File: src/rtl/piso_tx.sv
// Parallel-in/serial-out transmitter with valid/ready load and first/last framing.
// Optional even-parity trailer bit when PISO_TX_PARITY_EN is defined.
module piso_tx #(
  parameter int unsigned WIDTH     = 4,
  parameter bit          MSB_FIRST = 1'b1
) (
  input  logic             clk,
  input  logic             clear,
  input  logic [WIDTH-1:0] I,
  input  logic             load_valid,
  output logic             load_ready,
  output logic             sout,
  output logic             sout_valid,
  output logic             sout_first,
  output logic             sout_last,
  output logic             busy
);

  localparam int unsigned CW       = $clog2(WIDTH);
  localparam logic [CW-1:0] LAST_CNT = CW'(WIDTH - 1);

`ifdef PISO_TX_PARITY_EN
  typedef enum logic [1:0] {S_IDLE = 2'd0, S_DATA = 2'd1, S_PARITY = 2'd2} state_t;
`else
  typedef enum logic [1:0] {S_IDLE = 2'd0, S_DATA = 2'd1} state_t;
`endif

  state_t           state_q, state_d;
  logic [WIDTH-1:0] shreg_q;
  logic [CW-1:0]    cnt_q;
  logic             cnt_last;
  logic             head;
  logic             accept;
`ifdef PISO_TX_PARITY_EN
  logic             parity_q;
`endif

  assign cnt_last = (cnt_q == LAST_CNT);
  assign head     = MSB_FIRST ? shreg_q[WIDTH-1] : shreg_q[0];
  assign accept   = load_valid && load_ready;

  // State register
  always_ff @(posedge clk or negedge clear) begin
    if (!clear) state_q <= S_IDLE;
    else        state_q <= state_d;
  end

  // Next-state logic; a frame's final cycle can chain straight into the next word
  always_comb begin
    state_d = state_q;
    case (state_q)
      S_IDLE: if (accept) state_d = S_DATA;
      S_DATA: begin
        if (cnt_last) begin
`ifdef PISO_TX_PARITY_EN
          state_d = S_PARITY;
`else
          state_d = accept ? S_DATA : S_IDLE;
`endif
        end
      end
`ifdef PISO_TX_PARITY_EN
      S_PARITY: state_d = accept ? S_DATA : S_IDLE;
`endif
      default: state_d = S_IDLE;
    endcase
  end

  // Output decode from registered state only
  always_comb begin
    load_ready = 1'b0;
    sout       = 1'b0;
    sout_valid = 1'b0;
    sout_first = 1'b0;
    sout_last  = 1'b0;
    busy       = 1'b0;
    case (state_q)
      S_IDLE: load_ready = 1'b1;
      S_DATA: begin
        sout       = head;
        sout_valid = 1'b1;
        busy       = 1'b1;
        sout_first = (cnt_q == '0);
`ifndef PISO_TX_PARITY_EN
        if (cnt_last) begin
          sout_last  = 1'b1;
          load_ready = 1'b1;
        end
`endif
      end
`ifdef PISO_TX_PARITY_EN
      S_PARITY: begin
        sout       = parity_q;
        sout_valid = 1'b1;
        sout_last  = 1'b1;
        busy       = 1'b1;
        load_ready = 1'b1;
      end
`endif
      default: ;
    endcase
  end

  // Shift register, bit counter and captured parity
  always_ff @(posedge clk or negedge clear) begin
    if (!clear) begin
      shreg_q  <= '0;
      cnt_q    <= '0;
`ifdef PISO_TX_PARITY_EN
      parity_q <= 1'b0;
`endif
    end else if (accept) begin
      shreg_q  <= I;
      cnt_q    <= '0;
`ifdef PISO_TX_PARITY_EN
      parity_q <= ^I;
`endif
    end else if (state_q == S_DATA) begin
      shreg_q <= MSB_FIRST ? {shreg_q[WIDTH-2:0], 1'b0} : {1'b0, shreg_q[WIDTH-1:1]};
      if (!cnt_last) cnt_q <= cnt_q + CW'(1);
    end
  end

endmodule

File: config.mk
export PLATFORM = sky130hd
export DESIGN_NAME = piso_tx
export DESIGN_NICKNAME = d
export VERILOG_FILES = /design/src/rtl/piso_tx.sv
export SDC_FILE = /design/constraint.sdc
export NUM_CORES = 1
export LEC_CHECK = 0
export ABC_AREA = 1
export CAP_MARGIN = 5
export CELL_PAD_IN_SITES_DETAIL_PLACEMENT = 0
export CELL_PAD_IN_SITES_GLOBAL_PLACEMENT = 1
export CORE_AREA = 4 4 41 43
export CTS_BUF_LIST = sky130_fd_sc_hd__clkbuf_4
export DETAILED_ROUTE_END_ITERATION = 16
export DIE_AREA = 0 0 45 47
export PLACE_DENSITY_LB_ADDON = 0.3
export SETUP_SLACK_MARGIN = 0.3
export SYNTH_ARGS = -nofsm -noshare
export SYNTH_HDL_FRONTEND = slang
export SYNTH_SLANG_ARGS = --single-unit
File: constraint.sdc
create_clock -name clk -period 3.03 [get_ports clk]
set_clock_uncertainty 0.1 [all_clocks]
set_input_delay 0.7575 -clock clk [delete_from_list [all_inputs] [get_ports clk]]
set_output_delay 0.7575 -clock clk [all_outputs]
set_load 0.01 [all_outputs]
Yosys cells after proc, flatten, opt, wreduce, memory -nomap -nowiden

Cells that the tools add are included.

Flip-flop bits (word level): 8
Input bits: 7
Output and inout port bits: 6
Logic and storage cells: 30

$add $sub $neg: 1
Eq/ne operators: 5
Mux-type cells: 15
Reduce and logical (&&, ||, !) cells: 6

Operators by type and width:

| operator            | number |
|---|---|
| $mux 2              | 5 |
| $mux 4              | 2 |
| $mux 1              | 6 |
| $logic_not 2->1     | 2 |
| $ne 2x2->1 const B  | 2 |
| $pmux 2 s2          | 1 |
| $reduce_and 2->1    | 2 |
| $add 2x1->2 const B | 1 |
| $eq 2x1->1 const B  | 1 |
| $eq 2x2->1 const B  | 1 |
| $ne 2x1->1 const B  | 1 |
| $pmux 1 s2          | 1 |
| $reduce_bool 2->1   | 1 |
| $logic_and 1x1->1   | 1 |

Depth between registers and ports, before layout

Depth after elaboration: 7
Depth in mapped cells: 7
Mapped depth without buffers: 7

Worst setup path before layout

OpenSTA, ideal clock, no wires.

Path type: reg-to-output
Start: register cnt_q[0]
End: output port sout_first
Arrival time: 0.735 ns
Data required time: 2.173 ns
Slack: 1.438 ns
Stages on the path, launching flop included: 5
Buffers on the path: 0
Cell sequence: dfrtp_1 inv_1 ha_1 nand2_1 inv_1

Longest elaborated chain between the ends: 2

Ends and longest elaborated chain:

| item                   | RTL line | RTL |
|---|---|---|
| from (decl)            | 30       | `logic [CW-1:0] cnt_q;` |
| from (signal assigned) | 120      | `if (!cnt_last) cnt_q <= cnt_q + CW'(1);` |
| $logic_not 2->1        | 83       | `sout_first = (cnt_q == '0);` |
| $mux 1                 | 77       | `case (state_q)` |
| to (decl)              | 14       | `output logic sout_first,` |

Every way passes these cells.

Worst setup path after layout

Ends and elaborated chain as after synthesis.

==> qor.csv <==
stage;metric;value;unit
power;internal_power;0.328;mW
sta;grt_setup_unrepaired;no;
route;first_pass_iters;2;
placed_design;io_buffers;12;
run_status;status;completed;
setup_path;path_cells;inv_1 > ha_1 > nand2_1 > inv_1 > clkdlybuf4s50_1;
synth;synthSimpleGateAreaFrac;0.289;
placed_design;placed_cell_area;513;µm²
synth;yosys_warnings;0;
setup_path;cp-start-kind;flop;
floorplan;rows;13;
synth;syn_area_per_cell;7.95;µm²
synth;muxShareOfSynthArea;0;
synth;synth-compound-area-share;0.0590;
setup_path;crit_arrival;1500;ps
sta;fmax;0.423;GHz
route;drc;0;
floorplan;ioPinCount;13;
run;drv_cap;0;
route;ant_nets;0;
setup_path;crit_type;reg -> out;
sta;relSlewSlack;0.774;
sta;min_period;2360;ps
power;seqPwrFrac;0.309;
synth;synth_xor_area_frac;0;
synth;synth_cell_types;11;
synth;synth_top_family_by_area;simple AND/OR/NAND/NOR gates;
global_route;grt_overflow;0;
setup_path;crit_buf_inv;3;
power;p_sw;0.203;mW
global_route;grt_pass1_wl;1150;µm
global_route;antenna_found_initial;0;
setup_path;cpMostUsedCell;inv_1;
global_route;grt_start_max_net_pins;9;
power;swShare;0.382;
route;routed_via_density;4.10;
sta;tightest_slew;337;ps
clock_tree;cts_made_buffers;3;
setup_path;cp_max_fo;3;
layout;fin_area;543;µm²
route;routedWlPerCell;8.97;µm
sta;finalSetupViolCount;0;
setup_path;cp_slowest_stage_delay;520;ps
synth;syn_area;382;µm²
power;combPwrFrac;0.513;
clock_tree;clk_latency;250;ps
clock_tree;clock_sinks;7;
floorplan;fp.dieH;47;µm
layout;antenna_cells;0;
floorplan;dieArea;2120;µm²
power;peakVddDrop;0.000351;V
clock_tree;cts_setup_buffers;0;
clock_tree;clockBufferDepth;2;
clock_tree;holdBufCountCts;0;
layout;syn_to_final_growth;42.3;%
floorplan;start_util;0.293;
sta;min_period_over_period;0.780;
floorplan;die_x;45;µm
setup_path;worstRegToRegCells;7;
global_route;grt_pass1_vias;290;
setup_path;crit_slowest_cell;clkdlybuf4s50_1;
route;vias;320;
hold_path;hold_path.class;reg -> reg;
setup_path;cp_data_required_time;2170;ps
floorplan;coreArea;1300;µm²
power;p_leak;0.294;nW
layout;drive_above_1_share;0.143;
route;drt_iter0_drc;1;
clock_tree;cts_tree;yes;
layout;final_common_cell;nand2_1;
clock_tree;cts-root-buf;clkbuf_4;
setup_path;end_kind;output port;
clock_tree;post_cts_resized;0;
route;routed_wirelength;700;µm
synth;syn_nets;57;
sta;setup_tns;0;ps
sta;slew_violations;0;
placed_design;dp_hpwl;555;µm
hold_path;worst_hold_path.num_cells;2;
power;power_density;978;nW/µm²
global_route;grt_use_total;0.0779;
setup_path;cp.depth;5;
layout;final_cell_mix;13 x nand2_1, 12 x clkdlybuf4s50_1, 11 x inv_1, 7 x dfrtp_1, 6 x nand3_1;
clock_tree;path_clk_slew;50;ps
placed_design;gp_congestion;0.712;
synth;ys_ff_latch;7;
layout;layout.nets;73;
power;pwr-share-clk;0.178;
synth;synthCells;48;
synth;ys_seq_area_frac;0.459;
setup_path;crit_family;buffers and inverters;
sta;hold_viol;0;
clock_tree;htreeDepth;1;
synth;yosys.area_share.adder;0.0656;
## layout make-up
type / count / area (µm²)
repair buffers: 12 / 120
inverters: 11 / 41.3
well taps: 15 / 18.8
clock buffers: 4 / 30.0
flip-flops and latches: 7 / 175
multi-input cells: 29 / 158
fillers: 140 / 758
## flip-flops by register name (all words and copies together), names as in the netlist
| name | cells |
|---|---|
| state_q | 1 |
| cnt_q | 2 |
| shreg_q | 4 |
## worst min-delay path: cells and delay by family, from the launching register on
family           cells  cell delay (ps)
DFF                  1              340
and+or+nand+nor      2              110
## Yosys cell counts (all sizes together)
master | count | area [µm²]
ha | 2 | 25.0
nand3 | 6 | 30.0
nor2 | 2 | 7.51
dfrtp | 7 | 175
nand2 | 16 | 72.6
o21ai | 3 | 22.5
buf | 1 | 7.51
inv | 11 | 41.3
## path summary, 6_finish.rpt
kind,start,endpoint,slack (ps)
worst max-delay path,cnt_q[0],sout_first,670
worst min register to register,shreg_q[1],shreg_q[1],380
worst max register to register,cnt_q[0],shreg_q[2],1770
max in group asynchronous,clear,shreg_q[0],1910
worst min-delay path,shreg_q[1],shreg_q[1],380
min in group asynchronous,clear,shreg_q[3],670
## through the flow
stage	instances	total power, mW	util	hold slack, ps	setup WS, ps
2_1_floorplan	48	0.339	-	350	1440
3_3_place_gp	74	0.445	0.394	369	920
3_5_place_dp	74	0.444	0.394	374	925
4_1_cts	78	0.540	0.417	387	650
5_1_grt	78	0.577	0.417	423	564
6_report	78	0.531	0.417	381	668
## layer usage
metal | up-vias | track usage | wire [µm]
met2 | 13 | 0.110 | 302
met5 | - | 0 | 0
met1 | 131 | 0.0926 | 304
met4 | 0 | 0.0702 | 17
li1 | 173 | - | -
met3 | 3 | 0.0268 | 76
## cells by family (layout without fill, tap and decap cells)
| logic type | count (synthesis) | count (layout) |
|---|---|---|
| AOI/OAI and AO/OA | 3 | 3 |
| buffers and inverters | 12 | 27 |
| adders and majority gates | 2 | 2 |
| and+or+nand+nor | 24 | 24 |
| DFF | 7 | 7 |
## power by group through the flow
| stage | logic (mW) | clock network (mW) | registers, mW |
|---|---|---|---|
| finish | 0.272 | 0.0948 | 0.164 |
| global route | 0.304 | 0.101 | 0.172 |
| CTS | 0.278 | 0.0969 | 0.165 |
| detailed placement | 0.277 | 0 | 0.167 |
| global placement | 0.279 | 0 | 0.166 |
| floorplan | 0.175 | 0 | 0.164 |
(Power assumes the default switching activity.)
